<file path="config.mk">
export PLATFORM = sky130hd
export DESIGN_NAME = symbol_drawer_flat
export DESIGN_NICKNAME = d
export VERILOG_FILES = /design/src/rtl/symbol_drawer_if.sv /design/src/rtl/symbol_drawer.sv /design/src/flat_wrapper.sv
export SDC_FILE = /design/constraint.sdc
export NUM_CORES = 1
export LEC_CHECK = 0
export ABC_AREA = 1
export ABC_CLOCK_PERIOD_IN_PS = 3650
export BUFFER_PORTS_ARGS = -buffer_cell sky130_fd_sc_hd__buf_2
export CAP_MARGIN = 20
export CORE_ASPECT_RATIO = 1.1
export CORE_MARGIN = 2
export CORE_UTILIZATION = 30
export CTS_BUF_LIST = sky130_fd_sc_hd__clkbuf_2
export DETAILED_ROUTE_END_ITERATION = 10
export PLACE_DENSITY = 0.56
export RECOVER_POWER = 25
export SYNTH_ARGS = -nofsm -noshare
export SYNTH_HDL_FRONTEND = slang
export SYNTH_SLANG_ARGS = --single-unit
</file>
<file path="constraint.sdc">
create_clock -name clk -period 3.65 [get_ports clk]
set_clock_uncertainty 0.2 [all_clocks]
set_input_delay 1.095 -clock clk [delete_from_list [all_inputs] [get_ports clk]]
set_output_delay 1.095 -clock clk [all_outputs]
set_load 0.01 [all_outputs]
</file>
<file path="src/rtl/symbol_drawer_if.sv">
// symbol_drawer_if: bundles the start/ready request, the font ROM port and
// the framebuffer pixel-write channel of the symbol drawer.
// The slave modport is the drawer's view; the master modport is the
// surrounding system (sequencer, font ROM, framebuffer writer).
interface symbol_drawer_if #(
  parameter int SYMBOL_WIDTH      = 7,
  parameter int HOR_ACTIVE_PIXELS = 640,
  parameter int VER_ACTIVE_PIXELS = 480,
  parameter int GLYPH_COLS        = 5
);
  localparam int X_WIDTH = $clog2(HOR_ACTIVE_PIXELS);
  localparam int Y_WIDTH = $clog2(VER_ACTIVE_PIXELS);

  // request handshake
  logic                    start;
  logic                    ready;
  logic [SYMBOL_WIDTH-1:0] symbol;
  logic [X_WIDTH-1:0]      x;
  logic [Y_WIDTH-1:0]      y;

  // font ROM port
  logic [SYMBOL_WIDTH+2:0] font_addr;
  logic [GLYPH_COLS-1:0]   font_data;

  // framebuffer write channel
  logic                    fb_wr_valid;
  logic                    fb_wr_ready;
  logic [X_WIDTH-1:0]      fb_wr_x;
  logic [Y_WIDTH-1:0]      fb_wr_y;
  logic                    fb_wr_data;

  modport slave (
    input  start, symbol, x, y, font_data, fb_wr_ready,
    output ready, font_addr, fb_wr_valid, fb_wr_x, fb_wr_y, fb_wr_data
  );

  modport master (
    output start, symbol, x, y, font_data, fb_wr_ready,
    input  ready, font_addr, fb_wr_valid, fb_wr_x, fb_wr_y, fb_wr_data
  );
endinterface

</file>
<file path="src/rtl/symbol_drawer.sv">
// symbol_drawer: on a start pulse, latches a symbol code and a top-left
// position, reads the glyph row by row from a synchronous font ROM and
// emits SCALE x SCALE replicated pixel writes over a valid/ready channel.
// Pixels outside the visible area are skipped without a write.
// Optional feature macro: SYMBOL_DRAWER_TRANSPARENT_EN -- when defined only
// foreground pixels are written (data always 1); when undefined every
// visible pixel of the glyph cell is written with its font bit.
module symbol_drawer #(
  parameter int SYMBOL_WIDTH      = 7,
  parameter int HOR_ACTIVE_PIXELS = 640,
  parameter int VER_ACTIVE_PIXELS = 480,
  parameter int GLYPH_COLS        = 5,
  parameter int GLYPH_ROWS        = 7,
  parameter int SCALE             = 2
) (
  input logic           clk,
  input logic           rst,
  symbol_drawer_if.slave bus
);

  localparam int X_WIDTH = $clog2(HOR_ACTIVE_PIXELS);
  localparam int Y_WIDTH = $clog2(VER_ACTIVE_PIXELS);
  localparam int CW      = (GLYPH_COLS > 1) ? $clog2(GLYPH_COLS) : 1;
  localparam int SW      = (SCALE > 1) ? $clog2(SCALE) : 1;

  localparam logic [SW-1:0]    SUB_LAST = SW'(SCALE - 1);
  localparam logic [CW-1:0]    COL_LAST = CW'(GLYPH_COLS - 1);
  localparam logic [2:0]       ROW_LAST = 3'(GLYPH_ROWS - 1);
  localparam logic [X_WIDTH:0] X_LIMIT  = (X_WIDTH + 1)'(HOR_ACTIVE_PIXELS);
  localparam logic [Y_WIDTH:0] Y_LIMIT  = (Y_WIDTH + 1)'(VER_ACTIVE_PIXELS);

  typedef enum logic [2:0] {
    IDLE,
    FETCH,
    LOAD,
    DRAW,
    FINISH
  } state_t;

  state_t                  state_q;
  logic [SYMBOL_WIDTH-1:0] symbol_q;
  logic [X_WIDTH-1:0]      x_q;
  logic [Y_WIDTH-1:0]      y_q;
  logic [2:0]              row_q;
  logic [SW-1:0]           sy_q;
  logic [CW-1:0]           col_q;
  logic [SW-1:0]           sx_q;
  logic [GLYPH_COLS-1:0]   bits_q;

  logic                    ready_q;
  logic [SYMBOL_WIDTH+2:0] font_addr_q;
  logic                    valid_q;
  logic [X_WIDTH-1:0]      wr_x_q;
  logic [Y_WIDTH-1:0]      wr_y_q;
  logic                    wr_data_q;

  // step counters for the pixel following the one currently presented
  logic [SW-1:0]           nxt_sx;
  logic [CW-1:0]           nxt_col;
  logic [SW-1:0]           nxt_sy;
  logic                    last_px;

  // candidate pixel that will be presented on the next clock edge
  logic [SW-1:0]           t_sx;
  logic [CW-1:0]           t_col;
  logic [SW-1:0]           t_sy;
  logic [GLYPH_COLS-1:0]   t_bits;
  logic [GLYPH_COLS-1:0]   shifted;
  logic [X_WIDTH-1:0]      px_x;
  logic [Y_WIDTH-1:0]      px_y;
  logic                    px_bit;
  logic                    px_vis;
  logic                    px_valid;
  logic                    px_data;

  assign bus.ready       = ready_q;
  assign bus.font_addr   = font_addr_q;
  assign bus.fb_wr_valid = valid_q;
  assign bus.fb_wr_x     = wr_x_q;
  assign bus.fb_wr_y     = wr_y_q;
  assign bus.fb_wr_data  = wr_data_q;

  // Advance sub-column, column, sub-row (inner to outer) within one glyph row.
  always_comb begin
    nxt_sx  = sx_q + SW'(1);
    nxt_col = col_q;
    nxt_sy  = sy_q;
    last_px = 1'b0;
    if (sx_q == SUB_LAST) begin
      nxt_sx  = '0;
      nxt_col = col_q + CW'(1);
      if (col_q == COL_LAST) begin
        nxt_col = '0;
        nxt_sy  = sy_q + SW'(1);
        if (sy_q == SUB_LAST) begin
          nxt_sy  = '0;
          last_px = 1'b1;
        end
      end
    end
  end

  // Pixel coordinates, colour and write-enable for the next presented step.
  // In LOAD the first pixel of the row is formed straight from the ROM data
  // so that DRAW starts with a registered pixel already on the outputs.
  always_comb begin
    if (state_q == LOAD) begin
      t_sx   = '0;
      t_col  = '0;
      t_sy   = '0;
      t_bits = bus.font_data;
    end else begin
      t_sx   = nxt_sx;
      t_col  = nxt_col;
      t_sy   = nxt_sy;
      t_bits = bits_q;
    end
    px_x    = x_q + X_WIDTH'(t_col) * X_WIDTH'(SCALE) + X_WIDTH'(t_sx);
    px_y    = y_q + Y_WIDTH'(row_q) * Y_WIDTH'(SCALE) + Y_WIDTH'(t_sy);
    shifted = t_bits << t_col;
    px_bit  = shifted[GLYPH_COLS-1];
    px_vis  = ({1'b0, px_x} < X_LIMIT) && ({1'b0, px_y} < Y_LIMIT);
`ifdef SYMBOL_DRAWER_TRANSPARENT_EN
    px_valid = px_vis & px_bit;
    px_data  = 1'b1;
`else
    px_valid = px_vis;
    px_data  = px_bit;
`endif
  end

  // Control FSM with registered handshake, ROM address and pixel outputs.
  always_ff @(posedge clk or posedge rst) begin
    if (rst) begin
      state_q     <= IDLE;
      symbol_q    <= '0;
      x_q         <= '0;
      y_q         <= '0;
      row_q       <= '0;
      sy_q        <= '0;
      col_q       <= '0;
      sx_q        <= '0;
      bits_q      <= '0;
      ready_q     <= 1'b1;
      font_addr_q <= '0;
      valid_q     <= 1'b0;
      wr_x_q      <= '0;
      wr_y_q      <= '0;
      wr_data_q   <= 1'b0;
    end else begin
      case (state_q)
        IDLE: begin
          if (bus.start) begin
            symbol_q <= bus.symbol;
            x_q      <= bus.x;
            y_q      <= bus.y;
            row_q    <= '0;
            sy_q     <= '0;
            col_q    <= '0;
            sx_q     <= '0;
            ready_q  <= 1'b0;
            if (bus.symbol == '0) begin
              state_q <= FINISH;
            end else begin
              font_addr_q <= {bus.symbol, 3'b000};
              state_q     <= FETCH;
            end
          end
        end
        FETCH: begin
          state_q <= LOAD;
        end
        LOAD: begin
          bits_q    <= bus.font_data;
          valid_q   <= px_valid;
          wr_x_q    <= px_x;
          wr_y_q    <= px_y;
          wr_data_q <= px_data;
          state_q   <= DRAW;
        end
        DRAW: begin
          // a skipped step never waits; a real write waits for acceptance
          if (!valid_q || bus.fb_wr_ready) begin
            if (last_px) begin
              valid_q <= 1'b0;
              sx_q    <= '0;
              col_q   <= '0;
              sy_q    <= '0;
              if (row_q == ROW_LAST) begin
                state_q <= FINISH;
              end else begin
                row_q       <= row_q + 3'd1;
                font_addr_q <= {symbol_q, row_q + 3'd1};
                state_q     <= FETCH;
              end
            end else begin
              sx_q      <= nxt_sx;
              col_q     <= nxt_col;
              sy_q      <= nxt_sy;
              valid_q   <= px_valid;
              wr_x_q    <= px_x;
              wr_y_q    <= px_y;
              wr_data_q <= px_data;
            end
          end
        end
        FINISH: begin
          ready_q <= 1'b1;
          state_q <= IDLE;
        end
        default: begin
          state_q <= IDLE;
        end
      endcase
    end
  end

endmodule

</file>
<file path="src/flat_wrapper.sv">
// flat-port wrapper written by rule: the top's interface ports become plain ports
module symbol_drawer_flat 
#(
  parameter int SYMBOL_WIDTH      = 7,
  parameter int HOR_ACTIVE_PIXELS = 640,
  parameter int VER_ACTIVE_PIXELS = 480,
  parameter int GLYPH_COLS        = 5,
  parameter int GLYPH_ROWS        = 7,
  parameter int SCALE             = 2
)
  (clk, rst, bus_start, bus_symbol, bus_x, bus_y, bus_font_data, bus_fb_wr_ready, bus_ready, bus_font_addr, bus_fb_wr_valid, bus_fb_wr_x, bus_fb_wr_y, bus_fb_wr_data);
  symbol_drawer_if #(.SYMBOL_WIDTH(SYMBOL_WIDTH), .HOR_ACTIVE_PIXELS(HOR_ACTIVE_PIXELS), .VER_ACTIVE_PIXELS(VER_ACTIVE_PIXELS), .GLYPH_COLS(GLYPH_COLS)) bus_i ();
  input logic clk;
  input logic rst;
  input wire logic [$bits(bus_i.start)-1:0] bus_start;
  input wire logic [$bits(bus_i.symbol)-1:0] bus_symbol;
  input wire logic [$bits(bus_i.x)-1:0] bus_x;
  input wire logic [$bits(bus_i.y)-1:0] bus_y;
  input wire logic [$bits(bus_i.font_data)-1:0] bus_font_data;
  input wire logic [$bits(bus_i.fb_wr_ready)-1:0] bus_fb_wr_ready;
  output wire logic [$bits(bus_i.ready)-1:0] bus_ready;
  output wire logic [$bits(bus_i.font_addr)-1:0] bus_font_addr;
  output wire logic [$bits(bus_i.fb_wr_valid)-1:0] bus_fb_wr_valid;
  output wire logic [$bits(bus_i.fb_wr_x)-1:0] bus_fb_wr_x;
  output wire logic [$bits(bus_i.fb_wr_y)-1:0] bus_fb_wr_y;
  output wire logic [$bits(bus_i.fb_wr_data)-1:0] bus_fb_wr_data;
  assign bus_i.start = bus_start;
  assign bus_i.symbol = bus_symbol;
  assign bus_i.x = bus_x;
  assign bus_i.y = bus_y;
  assign bus_i.font_data = bus_font_data;
  assign bus_i.fb_wr_ready = bus_fb_wr_ready;
  assign bus_ready = bus_i.ready;
  assign bus_font_addr = bus_i.font_addr;
  assign bus_fb_wr_valid = bus_i.fb_wr_valid;
  assign bus_fb_wr_x = bus_i.fb_wr_x;
  assign bus_fb_wr_y = bus_i.fb_wr_y;
  assign bus_fb_wr_data = bus_i.fb_wr_data;
  symbol_drawer #(.SYMBOL_WIDTH(SYMBOL_WIDTH), .HOR_ACTIVE_PIXELS(HOR_ACTIVE_PIXELS), .VER_ACTIVE_PIXELS(VER_ACTIVE_PIXELS), .GLYPH_COLS(GLYPH_COLS), .GLYPH_ROWS(GLYPH_ROWS), .SCALE(SCALE)) u_core (.clk(clk), .rst(rst), .bus(bus_i));
endmodule
</file>
==> metrics <==
fin cells roughly 730; Seq cells post-synth 74; CP most frequent cell nand2_1; top cells by area, synth dfrtp_1 46%, nand2_1 16%, inv_1 5.9%; drt via density 4.61; Pwr Density 309 nW/um^2; CTS buffer count 9; Ys Warns 0; Cell Rows between 40 and 50; GRT Resource Usage Total 13.9%; clock sink count 74; sequential area share after synthesis between 40% and 50%; final hold vios 0; # nets final between 600 and 700; clk slew on worst S/H paths around 0.21 ns; Max Fclk between 300 and 400 MHz; port bufs 66; synthesized area between 3000 and 4000 um^2; Setup TNS Final 0 ns; global route overflow 0; routed length per placed instance around 12 um; vias 3347; RSZ-0062 raised after global routing false; min Tclk post-route roughly 3.1 ns; worst min-delay path class register to register; Root Buffer clkbuf_2; syn avg cell area roughly 7.9 um^2; crit-path max FO 4; Die ar. roughly 14000 um^2; # diodes 0; Slew Limit Fails 0; Crit path arrival time approximately 3.4 ns; synthesized net count between 500 and 600; HPWL after DPL around 6600 um; worst slack, placed approximately 0.51 ns; fin util between 30% and 40%; Core Area roughly 13000 um^2; initial antenna violation count 0; # IOs 67; critical path's largest stage delay roughly 0.46 ns; # resized after CTS 0; Die Y roughly 120 um; Critical Path Start Type register; residual DRC count 5; clock latency on the worst-skew pair around 0.57 ns; Yosys top cell area share between 40% and 50%; area grow syn2layout 14.9%; crit path cell chain inv_1 > ha_1 > nand2_1 > inv_1 > ha_1 > nand2_1 > o21ai_0 > inv_1 > nor2_1 > ha_1 > inv_1 > fa_1 > inv_1 > nand3_1 > nand2_1 > nand3b_1 > nand2_1 > inv_1 > nor2_1 > nand2_1 > nand2_1 > nand2_1; Setup WS post-layout between 0.5 and 0.6 ns; CTS tree done; Initial Utilization 30.9%; drt first-iter violations 198; first drt pass iteration count 9; Req. time, crit path 3.95 ns; routability cong. between 0.8 and 0.9; ANT nets after route 0; largest net degree at the start of global routing 43; drt total wl 9010 um; Inst Count DP 710; Worst Max-Slew Pin Slew around 1.3 ns; total setup buffers inserted after CTS 0; crit share post-route around 86%; worst vdd ir ~0.00017 V; layout cells sized above 1 between 10% and 20%; clk buf depth 2; P_leak about 2.4 nW; htree depth 3; CP Class register to register; CP Capture Type register; worst rel slew slack roughly 15%; Setup-failing EPs final 0; Netlist cell types 33; vias in the first global route between 3000 and 4000; max_cap viols 0; slowest CP cell fa_1; CTS Hold Buffers Added 0; Die W 113 um; first-pass GRT wire length approximately 15000 um; status complete, but fails checks; Yosys top cell by area dfrtp_1; failing checks design-rule violations; Gate Count Post-Synth roughly 500
cell usage in the layout (no fill, tap or decap), drive strengths merged:
cell type,n
inv,69
o31ai,1
clkbuf,12
clkinv,3
nand2,177
xnor2,3
or2,1
fa,2
buf,67
nor3,2
nand4,8
a21oi,6
nand3,30
clkinvlp,1
ha,13
xor2,5
and2,1
nand3b,3
o21ai,61
bufinv,2
o21a,1
dfstp,1
dfrtp,73
nor2,26
o211ai,1
worst max-delay path, delay by kind of cell, from the launching register on:
kind / cells / cell delay, ns
compound gates: 1 / 0.10
fa+ha+maj: 4 / 1.11
buf+inv: 6 / 0.39
flops: 1 / 0.41
simple gates: 11 / 0.88
power by group:
group          internal (mW)  switching, mW
combinational         0.0167         0.0296
sequential             0.824        0.00106
clock                  0.225          0.298
total                   1.07          0.328
cell families (layout without fill, tap and decap cells):
| kind of cell | after synthesis | count (layout) | synth area share, % |
|---|---|---|---|
| AOI/OAI and AO/OA | 70 | 70 | 10.2 |
| xor gates and xnor gates | 8 | 8 | 1.78 |
| adders and majority gates | 15 | 15 | 5.16 |
| buffers and inverters | 83 | 154 | 8.82 |
| DFF | 74 | 74 | 47.2 |
| and+or+nand+nor | 248 | 248 | 26.9 |
sequential cells by signal, summed over array words and instances (netlist names):
signal                  flops
u_core.x_q                 10
u_core.col_q                3
u_core.bus.fb_wr_data       1
u_core.bits_q               5
u_core.bus.fb_wr_y          9
u_core.symbol_q             7
u_core.bus.ready            1
u_core.row_q                3
u_core.bus.font_addr       10
u_core.state_q              3
u_core.sx_q                 1
u_core.bus.fb_wr_x         10
u_core.bus.fb_wr_valid      1
u_core.sy_q                 1
u_core.y_q                  9
routing by layer:
layer,part of all wire [%],track usage (%),routed length (um),vias up
met2,46,22.2,4110,67
met3,5.2,3.75,467,12
met5,0,0,0,-
li1,-,-,-,1708
met1,47,17.8,4270,1560
met4,1.8,5.95,165,0
synthesized netlist by cell type:
master,count
inv_1,62
nor2_1,22
nand3_1,30
buf_4,2
dfrtp_1,73
o211ai_1,1
nor3_1,2
nand3b_1,3
nand4_1,8
a21oi_1,5
or2_2,1
buf_8,1
clkbuf_1,3
nand2_2,3
nor2_4,3
ha_1,13
o21ai_0,35
o21ai_1,16
a21oi_2,1
xor2_1,5
inv_2,7
o21a_1,1
buf_6,1
o21ai_2,10
o31ai_1,1
buf_2,7
dfstp_2,1
xnor2_1,3
nand2_1,172
nand2_4,2
and2_4,1
nor2_2,1
fa_1,2
stage by stage:
stage	area (um^2)	power, mW	hold WS (ns)
6_report	4520	1.39	0.296
3_5_place_dp	4400	0.891	0.261
5_1_grt	4520	1.46	0.325
3_3_place_gp	4400	0.889	0.256
2_1_floorplan	3930	0.860	0.253
4_1_cts	4530	1.42	0.303
path summary, 6_finish.rpt:
path	slack (ns)	depth (start not counted)	from	to
max in group asynchronous	0.93	3	rst	u_core.bus.fb_wr_x[8]
min	0.30	2	u_core.bus.fb_wr_x[0]	u_core.bus.fb_wr_x[0]
min in group asynchronous	0.62	2	rst	u_core.bus.font_addr[9]
max reg2reg	0.51	22	u_core.col_q[0]	u_core.bus.fb_wr_valid
min reg2reg	0.30	2	u_core.bus.fb_wr_x[0]	u_core.bus.fb_wr_x[0]
max	0.51	22	u_core.col_q[0]	u_core.bus.fb_wr_valid
area by class of cell:
cell class / instances / area (um^2)
Multi-Input combinational cell: 341 / 1730
Timing Repair Buffer: 69 / 347
Sequential cell: 74 / 1850
Tap cell: 157 / 196
Clock buffer: 10 / 50.0
Fill cell: 1362 / 8180
Clock inverter: 6 / 81.3
Inverter: 69 / 259
No activity file was read; power rests on OpenSTA's default activity.
